===== src/rtl/wb_timer_pkg.sv =====
// Shared definitions for the Wishbone machine-timer slave.
// Register offsets, CTRL bit positions, decode enum, byte-lane merge.
package wb_timer_pkg;

  localparam logic [4:0] OFS_MTIME_LO = 5'h00;
  localparam logic [4:0] OFS_MTIME_HI = 5'h04;
  localparam logic [4:0] OFS_CMP_LO   = 5'h08;
  localparam logic [4:0] OFS_CMP_HI   = 5'h0C;
  localparam logic [4:0] OFS_CTRL     = 5'h10;
  localparam logic [4:0] OFS_PRESC    = 5'h14;

  localparam int CTRL_EN  = 0;
  localparam int CTRL_IRQ = 1;

  typedef enum logic [2:0] {
    DEC_NONE,
    DEC_MTIME_LO,
    DEC_MTIME_HI,
    DEC_CMP_LO,
    DEC_CMP_HI,
    DEC_CTRL,
    DEC_PRESC
  } dec_t;

  function automatic logic [31:0] be_merge(
    input logic [31:0] old,
    input logic [31:0] dat,
    input logic [3:0]  sel
  );
    logic [31:0] r;
    r = old;
    for (int i = 0; i < 4; i++) begin
      if (sel[i]) r[8*i +: 8] = dat[8*i +: 8];
    end
    return r;
  endfunction

endpackage


===== src/rtl/wb_timer_tick_gen.sv =====
// Tick source for mtime: EN gating plus optional prescaler.
// Prescaler present only with WB_TIMER_PRESCALER_EN defined.
module wb_timer_tick_gen
  import wb_timer_pkg::*;
(
  input  logic        clk,
  input  logic        rst,
  input  logic        en,
  input  logic        clr,
  input  logic [15:0] presc,
  output logic        tick
);

`ifdef WB_TIMER_PRESCALER_EN
  logic [15:0] cnt;

  // tick on terminal count, so one tick every presc+1 enabled cycles
  assign tick = en & (cnt == presc);

  always_ff @(posedge clk) begin
    if (rst) begin
      cnt <= '0;
    end else if (clr || tick) begin
      cnt <= '0;
    end else if (en) begin
      cnt <= cnt + 16'd1;
    end
  end
`else
  logic unused;
  assign unused = ^{clk, rst, clr, presc};
  assign tick   = en;
`endif

endmodule


===== src/rtl/wb_timer_slave.sv =====
// Wishbone B4 pipelined RISC-V machine timer (mtime/mtimecmp, irq).
// Optional prescaler register enabled by WB_TIMER_PRESCALER_EN.
module wb_timer_slave
  import wb_timer_pkg::*;
#(
  parameter logic [31:0] BASE_ADDR = 32'h0000_8000,
  parameter logic [63:0] CMP_RESET = 64'hFFFF_FFFF_FFFF_FFFF
) (
  input  logic        wb_clk_i,
  input  logic        wb_rst_i,
  input  logic        wb_cyc_i,
  input  logic        wb_stb_i,
  input  logic        wb_we_i,
  input  logic [31:0] wb_adr_i,
  input  logic [31:0] wb_dat_i,
  input  logic [3:0]  wb_sel_i,
  output logic        wb_stall_o,
  output logic        wb_ack_o,
  output logic        wb_err_o,
  output logic [31:0] wb_dat_o,
  output logic        timer_irq_o
);

  dec_t        dec;
  logic        acc;
  logic        valid;
  logic        wr;
  logic        rd;
  logic        sel_any;
  logic        wr_lo;
  logic        wr_hi;
  logic        clr;
  logic        tick;
  logic [63:0] mtime;
  logic [63:0] cmp;
  logic [31:0] shadow;
  logic        en;
  logic [15:0] presc;
  logic        irq;
  logic        r_ack;
  logic        r_err;
  logic [31:0] rdata;

  assign acc     = wb_cyc_i & wb_stb_i;
  assign valid   = (dec != DEC_NONE);
  assign wr      = acc & valid & wb_we_i;
  assign rd      = acc & valid & ~wb_we_i;
  assign sel_any = |wb_sel_i;
  assign wr_lo   = wr & sel_any & (dec == DEC_MTIME_LO);
  assign wr_hi   = wr & sel_any & (dec == DEC_MTIME_HI);
  assign clr     = wr & ((dec == DEC_CTRL) | (dec == DEC_PRESC));

  always_comb begin
    dec = DEC_NONE;
    if (wb_adr_i[31:5] == BASE_ADDR[31:5] && wb_adr_i[1:0] == 2'b00) begin
      case (wb_adr_i[4:0])
        OFS_MTIME_LO: dec = DEC_MTIME_LO;
        OFS_MTIME_HI: dec = DEC_MTIME_HI;
        OFS_CMP_LO:   dec = DEC_CMP_LO;
        OFS_CMP_HI:   dec = DEC_CMP_HI;
        OFS_CTRL:     dec = DEC_CTRL;
`ifdef WB_TIMER_PRESCALER_EN
        OFS_PRESC:    dec = DEC_PRESC;
`endif
        default:      dec = DEC_NONE;
      endcase
    end
  end

  wb_timer_tick_gen u_tick (
    .clk   (wb_clk_i),
    .rst   (wb_rst_i),
    .en    (en),
    .clr   (clr),
    .presc (presc),
    .tick  (tick)
  );

  // a write to either half wins over a same-cycle tick, no carry
  always_ff @(posedge wb_clk_i) begin
    if (wb_rst_i) begin
      mtime <= '0;
    end else if (wr_lo || wr_hi) begin
      if (wr_lo) mtime[31:0]  <= be_merge(mtime[31:0], wb_dat_i, wb_sel_i);
      if (wr_hi) mtime[63:32] <= be_merge(mtime[63:32], wb_dat_i, wb_sel_i);
    end else if (tick) begin
      mtime <= mtime + 64'd1;
    end
  end

  always_ff @(posedge wb_clk_i) begin
    if (wb_rst_i) begin
      cmp <= CMP_RESET;
      en  <= 1'b0;
    end else if (wr) begin
      if (dec == DEC_CMP_LO)
        cmp[31:0] <= be_merge(cmp[31:0], wb_dat_i, wb_sel_i);
      if (dec == DEC_CMP_HI)
        cmp[63:32] <= be_merge(cmp[63:32], wb_dat_i, wb_sel_i);
      if (dec == DEC_CTRL && wb_sel_i[0])
        en <= wb_dat_i[CTRL_EN];
    end
  end

`ifdef WB_TIMER_PRESCALER_EN
  always_ff @(posedge wb_clk_i) begin
    if (wb_rst_i) begin
      presc <= '0;
    end else if (wr && dec == DEC_PRESC) begin
      presc <= be_merge({16'd0, presc}, wb_dat_i, wb_sel_i) & 32'h0000_FFFF;
    end
  end
`else
  assign presc = '0;
`endif

  // low-word read latches the high word so a LO/HI pair is coherent
  always_ff @(posedge wb_clk_i) begin
    if (wb_rst_i) begin
      shadow <= '0;
    end else if (rd && dec == DEC_MTIME_LO) begin
      shadow <= mtime[63:32];
    end
  end

  always_ff @(posedge wb_clk_i) begin
    if (wb_rst_i) begin
      irq <= 1'b0;
    end else begin
      irq <= en & (mtime >= cmp);
    end
  end

  always_comb begin
    rdata = '0;
    unique case (dec)
      DEC_MTIME_LO: rdata = mtime[31:0];
      DEC_MTIME_HI: rdata = shadow;
      DEC_CMP_LO:   rdata = cmp[31:0];
      DEC_CMP_HI:   rdata = cmp[63:32];
      DEC_CTRL: begin
        rdata[CTRL_EN]  = en;
        rdata[CTRL_IRQ] = irq;
      end
      DEC_PRESC:    rdata = {16'd0, presc};
      default:      rdata = '0;
    endcase
  end

  always_ff @(posedge wb_clk_i) begin
    if (wb_rst_i) begin
      r_ack    <= 1'b0;
      r_err    <= 1'b0;
      wb_dat_o <= '0;
    end else begin
      r_ack    <= acc & valid;
      r_err    <= acc & ~valid;
      wb_dat_o <= rd ? rdata : 32'd0;
    end
  end

  assign wb_stall_o  = 1'b0;
  assign wb_ack_o    = r_ack & wb_cyc_i;
  assign wb_err_o    = r_err & wb_cyc_i;
  assign timer_irq_o = irq;

endmodule

===== config.mk =====
export PLATFORM = sky130hd
export DESIGN_NAME = wb_timer_slave
export DESIGN_NICKNAME = d
export VERILOG_FILES = /design/src/rtl/wb_timer_pkg.sv /design/src/rtl/wb_timer_tick_gen.sv /design/src/rtl/wb_timer_slave.sv
export SDC_FILE = /design/constraint.sdc
export NUM_CORES = 1
export LEC_CHECK = 0
export BUFFER_PORTS_ARGS = -buffer_cell sky130_fd_sc_hd__buf_2
export CORE_MARGIN = 4
export CORE_UTILIZATION = 42
export DETAILED_ROUTE_END_ITERATION = 7
export GPL_ROUTABILITY_DRIVEN = 0
export SYNTH_ARGS = -nofsm -noshare
export SYNTH_HDL_FRONTEND = slang
export SYNTH_SLANG_ARGS = --single-unit

===== constraint.sdc =====
create_clock -name wb_clk_i -period 3.25 [get_ports wb_clk_i]
set_clock_uncertainty 0.2 [all_clocks]
set_input_delay 0.325 -clock wb_clk_i [delete_from_list [all_inputs] [get_ports wb_clk_i]]
set_output_delay 0.325 -clock wb_clk_i [all_outputs]
set_load 0.02 [all_outputs]

== Word level (Yosys, flattened, before mapping) ==
Cells that the tools add are included.

* Bits of input ports: 73
* Register bits: 196
* Output and inout port bits: 36
* Logic and storage cells: 93

* Multiplexer cells: 12
* Bitwise gates (word level): 14
* Reductions and logical operators: 27
* Equal/unequal tests: 16
* $add $sub $neg: 1
* Order comparisons: 1

{| class="wikitable"
|+ Operators with widths
! kind !! number
|-
| 64-bit 2-to-1 mux || 2
|-
| 30-bit one-hot mux with 4 select lines || 1
|-
| 64-bit by 1-bit adder with 64-bit output, second input constant || 1
|-
| 64-bit >= comparator || 1
|-
| 32-bit 2-to-1 mux || 2
|-
| 3-bit AND reduction || 16
|-
| 8-bit 2-to-1 mux || 4
|-
| 27-bit by 11-bit equality test with 1-bit output, second input constant || 1
|-
| 3-bit one-hot mux with 5 select lines || 1
|-
| 2-bit inequality test, second input constant || 6
|-
| 1-bit AND || 11
|-
| 5-bit by 4-bit equality test with 1-bit output, second input constant || 2
|-
| 2-bit one-hot mux with 5 select lines || 1
|-
| 3-bit by 2-bit equality test with 1-bit output, second input constant || 2
|-
| 3-bit equality test, second input constant || 2
|-
| 5-bit by 3-bit equality test with 1-bit output, second input constant || 1
|-
| 5-bit equality test, second input constant || 1
|-
| 5-bit logical NOT || 1
|-
| 4-bit OR reduction || 1
|-
| 3-bit by 1-bit equality test with 1-bit output, second input constant || 1
|-
| 1-bit logical AND || 3
|-
| 3-bit 2-to-1 mux || 1
|-
| 1-bit NOT || 3
|-
| 3-bit nonzero test || 1
|-
| 5 further kinds || 5
|}

== Depth between registers and ports, before layout ==
* Depth after elaboration: 11
* Gate-level depth with buffers: 9
* Depth with buffers taken out: 8

== Hierarchy ==
A second synthesis with hierarchy kept.

* Cell total of the unflattened synthesis: 1,366
* Area, all modules: 11,016.8 µm²

{| class="wikitable"
|+ By module, submodules not included
! module !! sequential area each (µm²) !! cells an instance !! area an instance (µm²) !! times used
|-
| wb_timer_slave || 3,923.8 || 1,365 || 11,009.3 || 1
|-
| wb_timer_tick_gen || 0.0 || 1 || 7.5 || 1
|}

== Worst setup path after synthesis ==
Ideal clock, no wire load.

* Path kind: in2reg
* Start: input wb_adr_i[7]
* End: register wb_dat_o[11]
* Buffers on the path: 1
* Setup slack: 0.757 ns
* Library setup time: 0.065 ns
* Data required time: 2.985 ns
* Arrival time: 2.228 ns
* Stages on the path: 7
* Cells stage by stage: nor4_2 -> nand4_1 -> or3_4 -> or4_4 -> or3_4 -> buf_6 -> nor2_1

* Cells in the longest elaborated chain, start to end: 8
* Elaborated cells on any way between the ends: 13
* Those cells by class: eq/ne (5); mux (2); bitwise (3); reduce/logical (3)

{| class="wikitable"
|+ Ends and longest elaborated chain
! item !! line !! text
|-
| from (decl) || wb_timer_slave.sv:14 || <nowiki>input logic [31:0] wb_adr_i,</nowiki>
|-
| 27-bit by 11-bit equality test with 1-bit output (*) || wb_timer_slave.sv:55 || <nowiki>if (wb_adr_i[31:5] == BASE_ADDR[31:5] && wb_adr_i[1:0] == 2'b00) begin</nowiki>
|-
| 1-bit logical AND (*) || wb_timer_slave.sv:55 ||
|-
| 3-bit 2-to-1 mux (*) || wb_timer_slave.sv:55 ||
|-
| 3-bit nonzero test || wb_timer_slave.sv:45 || <nowiki>assign valid = (dec != DEC_NONE);</nowiki>
|-
| 1-bit AND (2 in a row) || wb_timer_slave.sv:47 || <nowiki>assign rd = acc & valid & ~wb_we_i;</nowiki>
|-
| 1-bit NOT (no line) || - ||
|-
| 2-bit OR reduction (no line) || - ||
|-
| to (signal assigned) || wb_timer_slave.sv:158 || <nowiki>wb_dat_o <= rd ? rdata : 32'd0;</nowiki>
|-
| to (decl) || wb_timer_slave.sv:20 || <nowiki>output logic [31:0] wb_dat_o,</nowiki>
|}

Every way passes the cells marked *; elsewhere a longest branch is shown, timed or not.
A chain may end at the register's enable or synchronous reset.

== Final worst setup path ==
* Start: register mtime[14]
* End: register mtime[42]

* Cells in the longest elaborated chain, start to end: 3

{| class="wikitable"
|+ Ends and longest elaborated chain
! item !! line !! text
|-
| from (decl) || wb_timer_slave.sv:34 || <nowiki>logic [63:0] mtime;</nowiki>
|-
| from (signal assigned) || wb_timer_slave.sv:84 || <nowiki>if (wr_lo) mtime[31:0] <= be_merge(mtime[31:0], wb_dat_i, wb_sel_i);</nowiki>
|-
| from (signal assigned) || wb_timer_slave.sv:87 || <nowiki>mtime <= mtime + 64'd1;</nowiki>
|-
| 64-bit by 1-bit adder with 64-bit output || wb_timer_slave.sv:87 ||
|-
| 64-bit 2-to-1 mux || wb_timer_slave.sv:86 || <nowiki>end else if (tick) begin</nowiki>
|-
| 64-bit 2-to-1 mux || wb_timer_slave.sv:83 || <nowiki>end else if (wr_lo || wr_hi) begin</nowiki>
|}

No other way between the ends. The select of a mux whose other input is x is not followed.

==> flow_summary.json <==
{
  "cp_max_fo": 9,
  "wl_per_cell_um": 19.9,
  "viasPerCell": 6.03,
  "maxSlewHeadroom": 0.471,
  "final_core_util": 0.505,
  "syn_area_mm2": 0.0114,
  "initial_core_util": 0.432,
  "maxSlewViolCount": 0,
  "drc": 0,
  "rrSetupSlack_ps": 410,
  "yosysSeqAreaShare": 0.345,
  "setup_viol": 0,
  "core_area_mm2": 0.0264,
  "synthArstFlopShare": 0,
  "worstHoldPathType": "input pin to flip-flop",
  "antenna_found_initial": 1,
  "end_kind": "flip-flop",
  "power.density_mw_per_mm2": 352,
  "use_met2": 0.394,
  "drt-pass1-iter-count": 6,
  "drt-initial-drc-count": 1176,
  "clk_pin_slew_ps": 80,
  "diodes": 0,
  "drv_cap": 0,
  "pre_cts_slack_ps": 290,
  "cts_buffers": 17,
  "power.leakage_nw": 6.07,
  "dp.cells": 1828,
  "drive_above_1_share": 0.154,
  "clk_latency_ps": 440,
  "tightestPinTransition_ps": 789,
  "dp_hpwl_um": 27300,
  "grt_pass1_vias": 10700,
  "die_y_um": 173,
  "synth_flop_cell": "dfxtp_1",
  "min_from": "wb_stb_i",
  "ir_drop_v": 0.000244,
  "clock-sinks": 196,
  "ys_types": 77,
  "cts_tree": "done",
  "die_x_um": 173,
  "r2r_start": "mtime[14]",
  "fin_setup_tns_ps": 0,
  "root_buffer": "clkbuf_16",
  "numPortBuffers": 107,
  "num_rows": 59,
  "layout_common_cells": "nand2_1 (229), dfxtp_1 (196), a21oi_1 (109)",
  "grt_pass1_wl_um": 60200,
  "gr-total-overflow": 0,
  "fin_cells": 1889,
  "hold_violations": 0,
  "dieArea_mm2": 0.0298,
  "ant_nets": 0,
  "use_met1": 0.346,
  "syn_nets": 1548,
  "num_vias": 11400,
  "syn_to_final_growth_pct": 16.9,
  "syn_avg_cell_area_um2": 8.07,
  "met3_usage": 0.0400,
  "required_ps": 3400,
  "finalCriticalPeriod_ps": 2840,
  "yosysWarnings": 0,
  "htreeDepth": 4,
  "final_common_cell": "nand2_1",
  "nets": 1681,
  "drt-total-wl_um": 37500,
  "ctsResizeCount": 0,
  "critPathKind": "flip-flop to flip-flop",
  "post_cts_buffers": 0,
  "syn_inst": 1410,
  "ios": 109,
  "fmax_ghz": 0.352,
  "rsz0062_at_grt": "false",
  "cp-startpoint": "mtime[14]",
  "crit_path_start_kind": "flip-flop",
  "grt.busiest_layer": "met2",
  "total_power_w": 0.00468,
  "critPathArrivalTime_ps": 2990,
  "track_usage": 0.245,
  "grt_max_degree": 78,
  "synth_edf_count": 0,
  "ys_ff_latch": 196,
  "cts_buffer_depth": 2,
  "period_share": 0.875,
  "status": "finished clean",
  "setup_ws_ps": 407
}
## registers in the layout (all words and copies together), names as in the netlist
register	flops
r_err	1
wb_dat_o	32
en	1
cmp	64
mtime	64
timer_irq_o	1
r_ack	1
shadow	32
## worst paths after layout
path,cells after the start,to
worst min register to register,2,shadow[12]
worst max-delay path,7,mtime[42]
worst min-delay path,3,r_ack
worst max register to register,7,mtime[42]
## report_power, final
part	leakage [nW]	internal [W]	switching, W
sequential	1.58	0.00240	0.00000343
combinational	4.24	0.0000882	0.000143
clock	0.257	0.00106	0.000988
## kinds of logic (layout without fill, tap and decap cells)
kind of cell,Yosys count,after routing,share of synthesized area
compound gates,396,396,0.230
fa+ha+maj,65,65,0.0715
buf+inv,169,313,0.0651
flops,196,196,0.345
mux,64,64,0.0564
other cells,1,1,0.000330
simple gates,519,519,0.232
## worst max-delay path: stages, from the launching register on
cell,delay (ps)
dfxtp_1,450
nand3_1,270
nor4_4,570
nand3_1,340
buf_4,270
nor3_1,290
a21boi_0,150
o32ai_1,220
## layer usage
metal | vias to the layer above | share of wire
li1 | 5475 | -
met5 | - | 0.00035
met3 | 50 | 0.068
met4 | 2 | 0.017
met2 | 493 | 0.45
met1 | 5378 | 0.46
## layout make-up
type / count / area (um2)
well taps: 335 / 419
clock inverters: 11 / 105
repair buffers: 205 / 1390
inverters: 78 / 293
flip-flops and latches: 196 / 3920
multi-input cells: 1045 / 6740
fillers: 2532 / 13100
clock buffers: 19 / 433
## stage by stage
stage / hold WS, ps / instance area [um2]
floorplan: 231 / 11400
global placement: 240 / 12500
detailed placement: 245 / 12500
CTS: 2.26 / 13300
global route: 26.5 / 13300
finish: 37.5 / 13300
## Yosys cell counts (15+ instances only)
| master | count | share of area |
|---|---|---|
| a21oi_1 | 109 | 0.048 |
| and2_1 | 18 | 0.0099 |
| nor2_1 | 75 | 0.025 |
| a211oi_1 | 31 | 0.020 |
| and4_1 | 15 | 0.012 |
| nor4_1 | 20 | 0.011 |
| nand2_1 | 229 | 0.076 |
| mux2i_1 | 63 | 0.055 |
| inv_1 | 77 | 0.025 |
| nand4_1 | 34 | 0.019 |
| ha_1 | 65 | 0.071 |
| buf_2 | 23 | 0.010 |
| nor3_1 | 26 | 0.011 |
| clkbuf_1 | 54 | 0.018 |
| a222oi_1 | 30 | 0.026 |
| o21ai_0 | 100 | 0.044 |
| nand3_1 | 36 | 0.016 |
| dfxtp_1 | 196 | 0.34 |
## repair_timing
| item | CTS | global route |
|---|---|---|
| endpoints found under the setup margin | 0 | 0 |
| endpoints found under the hold margin | 62 | 1 |
| hold buffers | 30 | 1 |
Note: power is estimated with default switching activity, not from simulation.
